**config.mk**
```make
export PLATFORM = sky130hd
export DESIGN_NAME = image_write
export DESIGN_NICKNAME = d
export VERILOG_FILES = /design/src/rtl/image_pkg.sv /design/src/rtl/image_pack.sv /design/src/rtl/image_write.sv
export SDC_FILE = /design/constraint.sdc
export NUM_CORES = 1
export LEC_CHECK = 0
export ABC_AREA = 1
export CORE_MARGIN = 10
export CORE_UTILIZATION = 45
export CTS_CLUSTER_SIZE = 28
export DETAILED_ROUTE_END_ITERATION = 8
export PLACE_DENSITY = 0.73
export RECOVER_POWER = 25
export SLEW_MARGIN = 20
export SYNTH_ARGS = -nofsm -noshare
export SYNTH_HDL_FRONTEND = slang
export SYNTH_SLANG_ARGS = --single-unit
```
**constraint.sdc**
```tcl
create_clock -name clk -period 2.85 [get_ports clk]
set_clock_uncertainty 0.05 [all_clocks]
set_input_delay 0.4275 -clock clk [delete_from_list [all_inputs] [get_ports clk]]
set_output_delay 0.4275 -clock clk [all_outputs]
set_load 0.02 [all_outputs]
```
**src/rtl/image_pkg.sv**
```systemverilog
// Shared FSM encoding and width helper for the image_write stream-to-memory packer.
package image_pkg;

   typedef enum logic [1:0] {
      StIdle,
      StLoad,
      StDone
   } state_e;

   function automatic int unsigned clog2(input int unsigned n);
      int unsigned r;
      r = 0;
      while ((32'd1 << r) < n) r++;
      return r;
   endfunction

endpackage

```
**src/rtl/image_pack.sv**
```systemverilog
// Lane packer: collects pixels into a word, zero-filling lanes above the current one on pad.
module image_pack #(
   parameter int unsigned DEPTH_NB  = 2,
   parameter int unsigned IMG_WIDTH = 16,
   parameter int unsigned LW        = 1
) (
   input  logic                          clk,
   input  logic                          rst,
   input  logic                          clr,
   input  logic                          pix_val,
   input  logic [IMG_WIDTH-1:0]          pix_data,
   input  logic [LW-1:0]                 lane,
   input  logic                          pad,
   output logic [DEPTH_NB*IMG_WIDTH-1:0] word
);

   logic [DEPTH_NB-1:0][IMG_WIDTH-1:0] lanes_q, lanes_d;

   // word includes the pixel arriving this cycle, so the closing lane is written directly
   always_comb begin
      lanes_d = lanes_q;
      if (pix_val) lanes_d[lane] = pix_data;
      if (pad) begin
         for (int k = 0; k < int'(DEPTH_NB); k++) begin
            if (k > int'(lane)) lanes_d[k] = '0;
         end
      end
   end

   assign word = lanes_d;

   always_ff @(posedge clk) begin
      if (rst || clr) lanes_q <= '0;
      else            lanes_q <= lanes_d;
   end

endmodule

```
**src/rtl/image_write.sv**
```systemverilog
// Packs a pixel stream into DEPTH_NB-lane words written to consecutive image_mem addresses.
// Define IMAGE_WRITE_PAD_EN to add str_last, which closes and zero-pads the current word early.
module image_write
   import image_pkg::*;
#(
   parameter int unsigned DEPTH_NB   = 2,
   parameter int unsigned IMG_WIDTH  = 16,
   parameter int unsigned MEM_AWIDTH = 16
) (
   input  logic                          clk,
   input  logic                          rst,
   input  logic                          cfg_val,
   input  logic [MEM_AWIDTH-1:0]         cfg_addr,
   input  logic [MEM_AWIDTH-1:0]         cfg_len,
   output logic                          cfg_rdy,
   input  logic                          str_val,
   input  logic [IMG_WIDTH-1:0]          str_data,
`ifdef IMAGE_WRITE_PAD_EN
   input  logic                          str_last,
`endif
   output logic                          str_rdy,
   output logic                          wr_val,
   output logic [MEM_AWIDTH-1:0]         wr_addr,
   output logic [IMG_WIDTH*DEPTH_NB-1:0] wr_data,
   output logic                          busy,
   output logic                          done
);

   localparam int unsigned LW = (clog2(DEPTH_NB) > 0) ? clog2(DEPTH_NB) : 1;
   localparam int unsigned DW = IMG_WIDTH * DEPTH_NB;

   state_e                state_q, state_d;
   logic [LW-1:0]         lane_q;
   logic [MEM_AWIDTH-1:0] addr_q;
   logic [MEM_AWIDTH-1:0] rem_q;
   logic                  wr_val_q;
   logic [MEM_AWIDTH-1:0] wr_addr_q;
   logic [DW-1:0]         wr_data_q;
   logic [DW-1:0]         pack_word;

   logic cfg_go, accept, last_lane, pad, close, last_word;

   assign cfg_go    = cfg_val && (state_q == StIdle);
   assign accept    = str_val && (state_q == StLoad);
   assign last_lane = (lane_q == LW'(DEPTH_NB - 1));
`ifdef IMAGE_WRITE_PAD_EN
   assign pad       = accept && str_last;
`else
   assign pad       = 1'b0;
`endif
   assign close     = accept && (last_lane || pad);
   // rem_q counts words not yet closed; the one closing now is the last if only it remains
   assign last_word = close && ((rem_q == MEM_AWIDTH'(1)) || pad);

   always_comb begin
      state_d = state_q;
      unique case (state_q)
         StIdle: begin
            if (cfg_val) state_d = (cfg_len == '0) ? StDone : StLoad;
         end
         StLoad: begin
            if (last_word) state_d = StDone;
         end
         StDone:  state_d = StIdle;
         default: state_d = StIdle;
      endcase
   end

   assign cfg_rdy = (state_q == StIdle);
   assign str_rdy = (state_q == StLoad);
   assign busy    = (state_q != StIdle);
   assign done    = (state_q == StDone);
   assign wr_val  = wr_val_q;
   assign wr_addr = wr_addr_q;
   assign wr_data = wr_data_q;

   always_ff @(posedge clk) begin
      if (rst) begin
         state_q   <= StIdle;
         lane_q    <= '0;
         addr_q    <= '0;
         rem_q     <= '0;
         wr_val_q  <= 1'b0;
         wr_addr_q <= '0;
         wr_data_q <= '0;
      end else begin
         state_q  <= state_d;
         wr_val_q <= close;
         if (cfg_go) begin
            addr_q <= cfg_addr;
            rem_q  <= cfg_len;
            lane_q <= '0;
         end
         if (accept) lane_q <= close ? '0 : lane_q + 1'b1;
         if (close) begin
            wr_addr_q <= addr_q;
            wr_data_q <= pack_word;
            addr_q    <= addr_q + 1'b1;
            rem_q     <= rem_q - 1'b1;
         end
      end
   end

   image_pack #(
      .DEPTH_NB  (DEPTH_NB),
      .IMG_WIDTH (IMG_WIDTH),
      .LW        (LW)
   ) u_pack (
      .clk      (clk),
      .rst      (rst),
      .clr      (cfg_go || close),
      .pix_val  (accept),
      .pix_data (str_data),
      .lane     (lane_q),
      .pad      (pad),
      .word     (pack_word)
   );

endmodule

```
Yosys cells after proc, flatten, opt, wreduce, memory -nomap -nowiden
Cells that the tools add are included.

storage, ports and cells
  word-level logic and storage cells = 47
  output and inout bits = 53
  register bits after elaboration = 116
  input bits = 52

cells by class
  reduce and logical (&&, ||, !) cells = 13
  multiplexer cells = 15
  $add $sub $neg = 3
  equality and inequality tests = 5
  magnitude comparators = 2

operators with widths
  kind                                                                          count
  16-bit 2-to-1 mux                                                             5
  32-bit bitwise mux                                                            1
  32-bit 2-to-1 mux                                                             1
  16-bit by 1-bit adder with 16-bit output, second input constant               1
  16-bit demux with 1-bit select                                                1
  16-bit by 1-bit == test with 1-bit output, second input constant              1
  16-bit zero test                                                              1
  16-bit by 1-bit subtractor with 16-bit output, second input constant          1
  2-bit 2-to-1 mux                                                              3
  2-bit nonzero test                                                            3
  1-bit logical AND                                                             5
  2-bit case mux with 2 select lines                                            1
  1-bit 2-to-1 mux                                                              3
  2-bit by 1-bit == test with 1-bit output, second input constant               1
  2-bit == test, second input constant                                          1
  2-bit zero test                                                               1
  1-bit logical OR                                                              2
  1-bit by 2-bit less-than comparator with 1-bit output, second input constant  1
  2-bit by 1-bit inequality test with 1-bit output, second input constant       1
  2-bit inequality test, second input constant                                  1
  2-bit AND reduction                                                           1
  1-bit adder, second input constant                                            1
  1-bit >= comparator, second input constant                                    1

Logic depth before layout (Yosys ltp)
  depth after elaboration = 6
  depth in mapped cells = 9
  mapped depth without buffers = 9

Hierarchy
From an unflattened synthesis, not the netlist that was laid out.

unflattened totals
  cells, all modules = 790
  area total of the unflattened synthesis = 5,562.8 µm²

by module, submodules not included
  module       area an instance (µm²)  cells each  instances  sequential area each (µm²)
  image_write  3,841.2                 531         1          1,681.6
  image_pack   1,721.7                 259         1          640.6

Worst setup path before layout
Ideal clock, no wire load.

  path kind = reg2reg
  start = register state_q[1]
  end = register rem_q[13]
  data arrival time = 1.508 ns
  required time = 2.680 ns
  clock period less this slack = 1.678 ns
  library setup time = 0.120 ns
  slack = 1.172 ns
  path buffers = 1
  cell stages (with the launch flop) = 10
  path through = dfxtp_1 > nor2_1 > nand2_2 > nand2_4 > inv_2 > nand2_2 > inv_2 > buf_2 > nand2_1 > nand3_1

between the ends
  elaborated cells between the ends (all ways) = 7
  those cells by class = 1 x eq/ne; 1 x mux; 5 x reduce/logical

RTL lines
  what                          line               text
  start: declaration            image_write.sv:32  state_e state_q, state_d;
  start signal: assignment      image_write.sv:79  state_q <= StIdle;
  start signal: assignment      image_write.sv:87  state_q <= state_d;
  2-bit zero test               n/a
  named net cfg_rdy             image_write.sv:15  output logic cfg_rdy,
  1-bit logical AND             image_write.sv:43  assign cfg_go = cfg_val && (state_q == StIdle);
  2-bit nonzero test (no line)  n/a
  end signal: assignment        image_write.sv:91  rem_q <= cfg_len;
  end signal: assignment        image_write.sv:99  rem_q <= rem_q - 1'b1;
  end: declaration              image_write.sv:35  logic [MEM_AWIDTH-1:0] rem_q;

The timed path passes the listed nets, and every way through them passes these cells.
A chain may end at the register's enable or synchronous reset.

Worst setup path in the final report
  start = input port str_val
  end = register rem_q[9]

between the ends
  word-level cells in the longest chain between the ends = 3
  elaborated cells between the ends (all ways) = 4
  those cells by class = 1 x mux; 3 x reduce/logical

RTL lines
  what                                                            line               text
  start: declaration                                              image_write.sv:16  input logic str_val,
  1-bit logical AND *                                             image_write.sv:44  assign accept = str_val && (state_q == StLoad);
  1-bit logical AND *                                             image_write.sv:51  assign close = accept && (last_lane || pad);
  16-bit 2-to-1 mux / 2-bit nonzero test (equally long branches)  n/a

Mark *: on every way between the ends. The rest lies on a longest branch, timed or not.

==> impl_metrics.tcl <==
set metrics [dict create \
    status "complete, no violations" \
    syn-num-nets 748 \
    hold_violations 0 \
    synth_area_um2 4640 \
    dr.pass1.iters 5 \
    r2r_cells 6 \
    path_clk_slew_ns 0.10 \
    timing.final.crit_share_pct 82.9 \
    regToRegEndpoint "rem_q[9]" \
    via_per_inst 5.00 \
    cts_max_path_buffers 2 \
    cellLeakagePower_uw 0.00262 \
    worst_hold_path.num_cells 2 \
    startpoint_type "primary input" \
    drt_iter0_markers 255 \
    hold_start "wr_data[8]" \
    post-route-min-period_ns 2.36 \
    synth_cells 693 \
    fillers 963 \
    cts_resized 0 \
    endpoint_kind "register" \
    irDropWorstVdd_uv 346 \
    grt_first_pass_wirelength_um 21800 \
    drive_above_1_share_pct 4.80 \
    slew_headroom_pct 46.4 \
    whs_endpoint "wr_data[8]" \
    cts.sinks 100 \
    worst_path_max_delay_cell "nor2_1" \
    cts_hold_buf 0 \
    yosysSeqAreaShare_pct 43.2 \
    grt_pass1_vias 4463 \
    setup_viol 0 \
    insertion_delay_ns 0.37 \
    cp_cell_sequence "dlygate4sd3_1, nand4_4, nor2_1, inv_2, o21ai_1, nand2_1, nand2_1" \
    syn_avg_cell_area_um2 6.69 \
    nets 842 \
    cts_tree "yes" \
    highest_layer "met4" \
    syn_to_final_growth_pct 28.6 \
    wl_met2_um 6460 \
    grt_overflow 0 \
    ys_types 30 \
    max_slew.worst_pin.slew_ns 0.801 \
    antenna_found_initial 0 \
    gp_congestion 0.910 \
    post_cts.repair.setup_buffers 0 \
    fin_tns_setup_ns 0 \
    rrSetupSlack_ns 0.64 \
    row_count 36 \
    n_antenna_cell 0 \
    crit_arrival_ns 2.63 \
    finalHoldWorstSlack_ns 0.399 \
    io_buffer_count 104 \
    die_area_um2 14800 \
    ys_seq_elements 100 \
    rsz0062_at_grt "false" \
    wl_met1_um 5620 \
    wire_per_inst_um 14.3 \
    grt_usage_pct 17.8 \
    hpwl_um 9990 \
    die_x_um 121 \
    die_h_um 121 \
    yosysWarnings 0 \
    r2r_start "lane_q" \
    initial_core_util_pct 46.8 \
    worst_ep_required_time_ns 3.12 \
    crit_top_cell "nand2_1" \
    critPathKind "primary input to register" \
    cap_violations 0 \
    slew_violations 0 \
    ioPinCount 105 \
    drt_wl_total_um 13200 \
    critPathMaxFanout 16 \
    p_per_area_nw_per_um2 505 \
    cts_root_buffer "clkbuf_8" \
    min_path_type "register to register" \
    grt_max_degree 25 \
    max_stage_delay_ns 0.70 \
    cts_max_level 3 \
    coreArea_um2 9910 \
    drtAntennaViolNets 0 \
    wl_met3_um 908 \
    via_count 4626 \
    max_freq_mhz 423 \
    drc 0 \
    cts_made_buffers 9 \
]
==> registers in the layout (all words and copies together) (netlist names) <==
name,count
wr_data,32
lane_q,1
wr_val,1
wr_addr,16
rem_q,16
state_q,2
u_pack.lanes_q,16
addr_q,16
==> cells in the mapped netlist (all sizes together) <==
| cell | count | area share [%] |
|---|---|---|
| o21a | 1 | 0.16 |
| a22oi | 2 | 0.32 |
| nor2 | 93 | 8.3 |
| buf | 23 | 2.9 |
| xnor2 | 2 | 0.38 |
| nand4 | 5 | 1.0 |
| o211ai | 4 | 0.65 |
| a21oi | 38 | 4.1 |
| dfxtp | 100 | 43 |
| o21ai | 46 | 5.0 |
| a22o | 2 | 0.38 |
| xor2 | 3 | 0.57 |
| or2 | 1 | 0.14 |
| nand2 | 242 | 20 |
| nand3 | 45 | 4.9 |
| o31ai | 6 | 0.97 |
| inv | 69 | 5.6 |
| nor3 | 1 | 0.11 |
| clkbuf | 7 | 0.57 |
| ha | 3 | 0.81 |
==> layout by cell type (no fill, tap or decap), drive strengths merged <==
cell           synthesis  final
xor2                   3      3
clkbuf                 7      9
ha                     3      3
o211ai                 4      4
dlygate4sd3            0     26
o31ai                  6      6
a22o                   2      2
nor3                   1      1
inv                   69     72
xnor2                  2      2
clkinvlp               0      1
or2                    1      1
clkinv                 0      1
a21oi                 38     38
clkdlybuf4s50          0     78
nor2                  93     93
o21ai                 46     46
dfxtp                100    100
a22oi                  2      2
nand3                 45     45
nand4                  5      5
o21a                   1      1
nand2                242    242
buf                   23      9
bufinv                 0      2
==> power breakdown <==
group	internal [uW]	total, uW	switching, uW	leakage, uW
sequential	1450	1510	57.4	0.000812
combinational	184	464	280	0.00169
clock	512	1040	528	0.000114
==> cell type report <==
cell class	instances	area, um^2	area share [%]
timing repair buffer	113	1110	18.6
inverter	69	259	4.34
sequential	100	2000	33.6
tap	133	166	2.79
multi-input combinational	494	2200	36.8
clock buffer	9	124	2.08
clock inverter	7	108	1.80
==> per-stage QoR <==
stage	std cells	setup slack, ns	instance area [um^2]	power, uW	util, %
floorplan	693	1.17	4640	1820	-
global placement	909	0.528	5750	1990	58.0
detailed placement	909	0.465	5750	2000	58.0
CTS	925	0.686	5980	3030	60.4
global route	925	0.321	5960	3160	60.2
finish	925	0.487	5960	3010	60.2
==> cell families (layout without fill, tap and decap cells) <==
family	count (synthesis)	count (layout)	synth area share, %
buf+inv	99	198	9.07
xor+xnor	5	5	0.945
fa+ha+maj	3	3	0.810
compound gates	99	99	11.6
simple gates	387	387	34.4
flops	100	100	43.2
==> critical path: cells and delay by family <==
family                 cells  cell delay [ns]
and+or+nand+nor            4             1.10
buffers and inverters      2             0.88
AOI/OAI and AO/OA          1             0.21
==> worst max path at each step <==
stage | slack, ns | to | start
after floorplan | 1.17 | rem_q[13] | state_q[1]
after global placement | 0.53 | addr_q[1] | str_val
after detailed placement | 0.46 | rem_q[2] | str_val
after CTS | 0.69 | str_rdy | state_q[0]
after global routing | 0.32 | rem_q[9] | str_val
final | 0.49 | rem_q[9] | str_val
==> layer usage <==
metal,GRT usage [%],vias up
met1,21.8,2094
li1,-,2369
met4,4.62,0
met3,4.42,21
met5,0,-
met2,30.4,142
(Power assumes the default switching activity.)
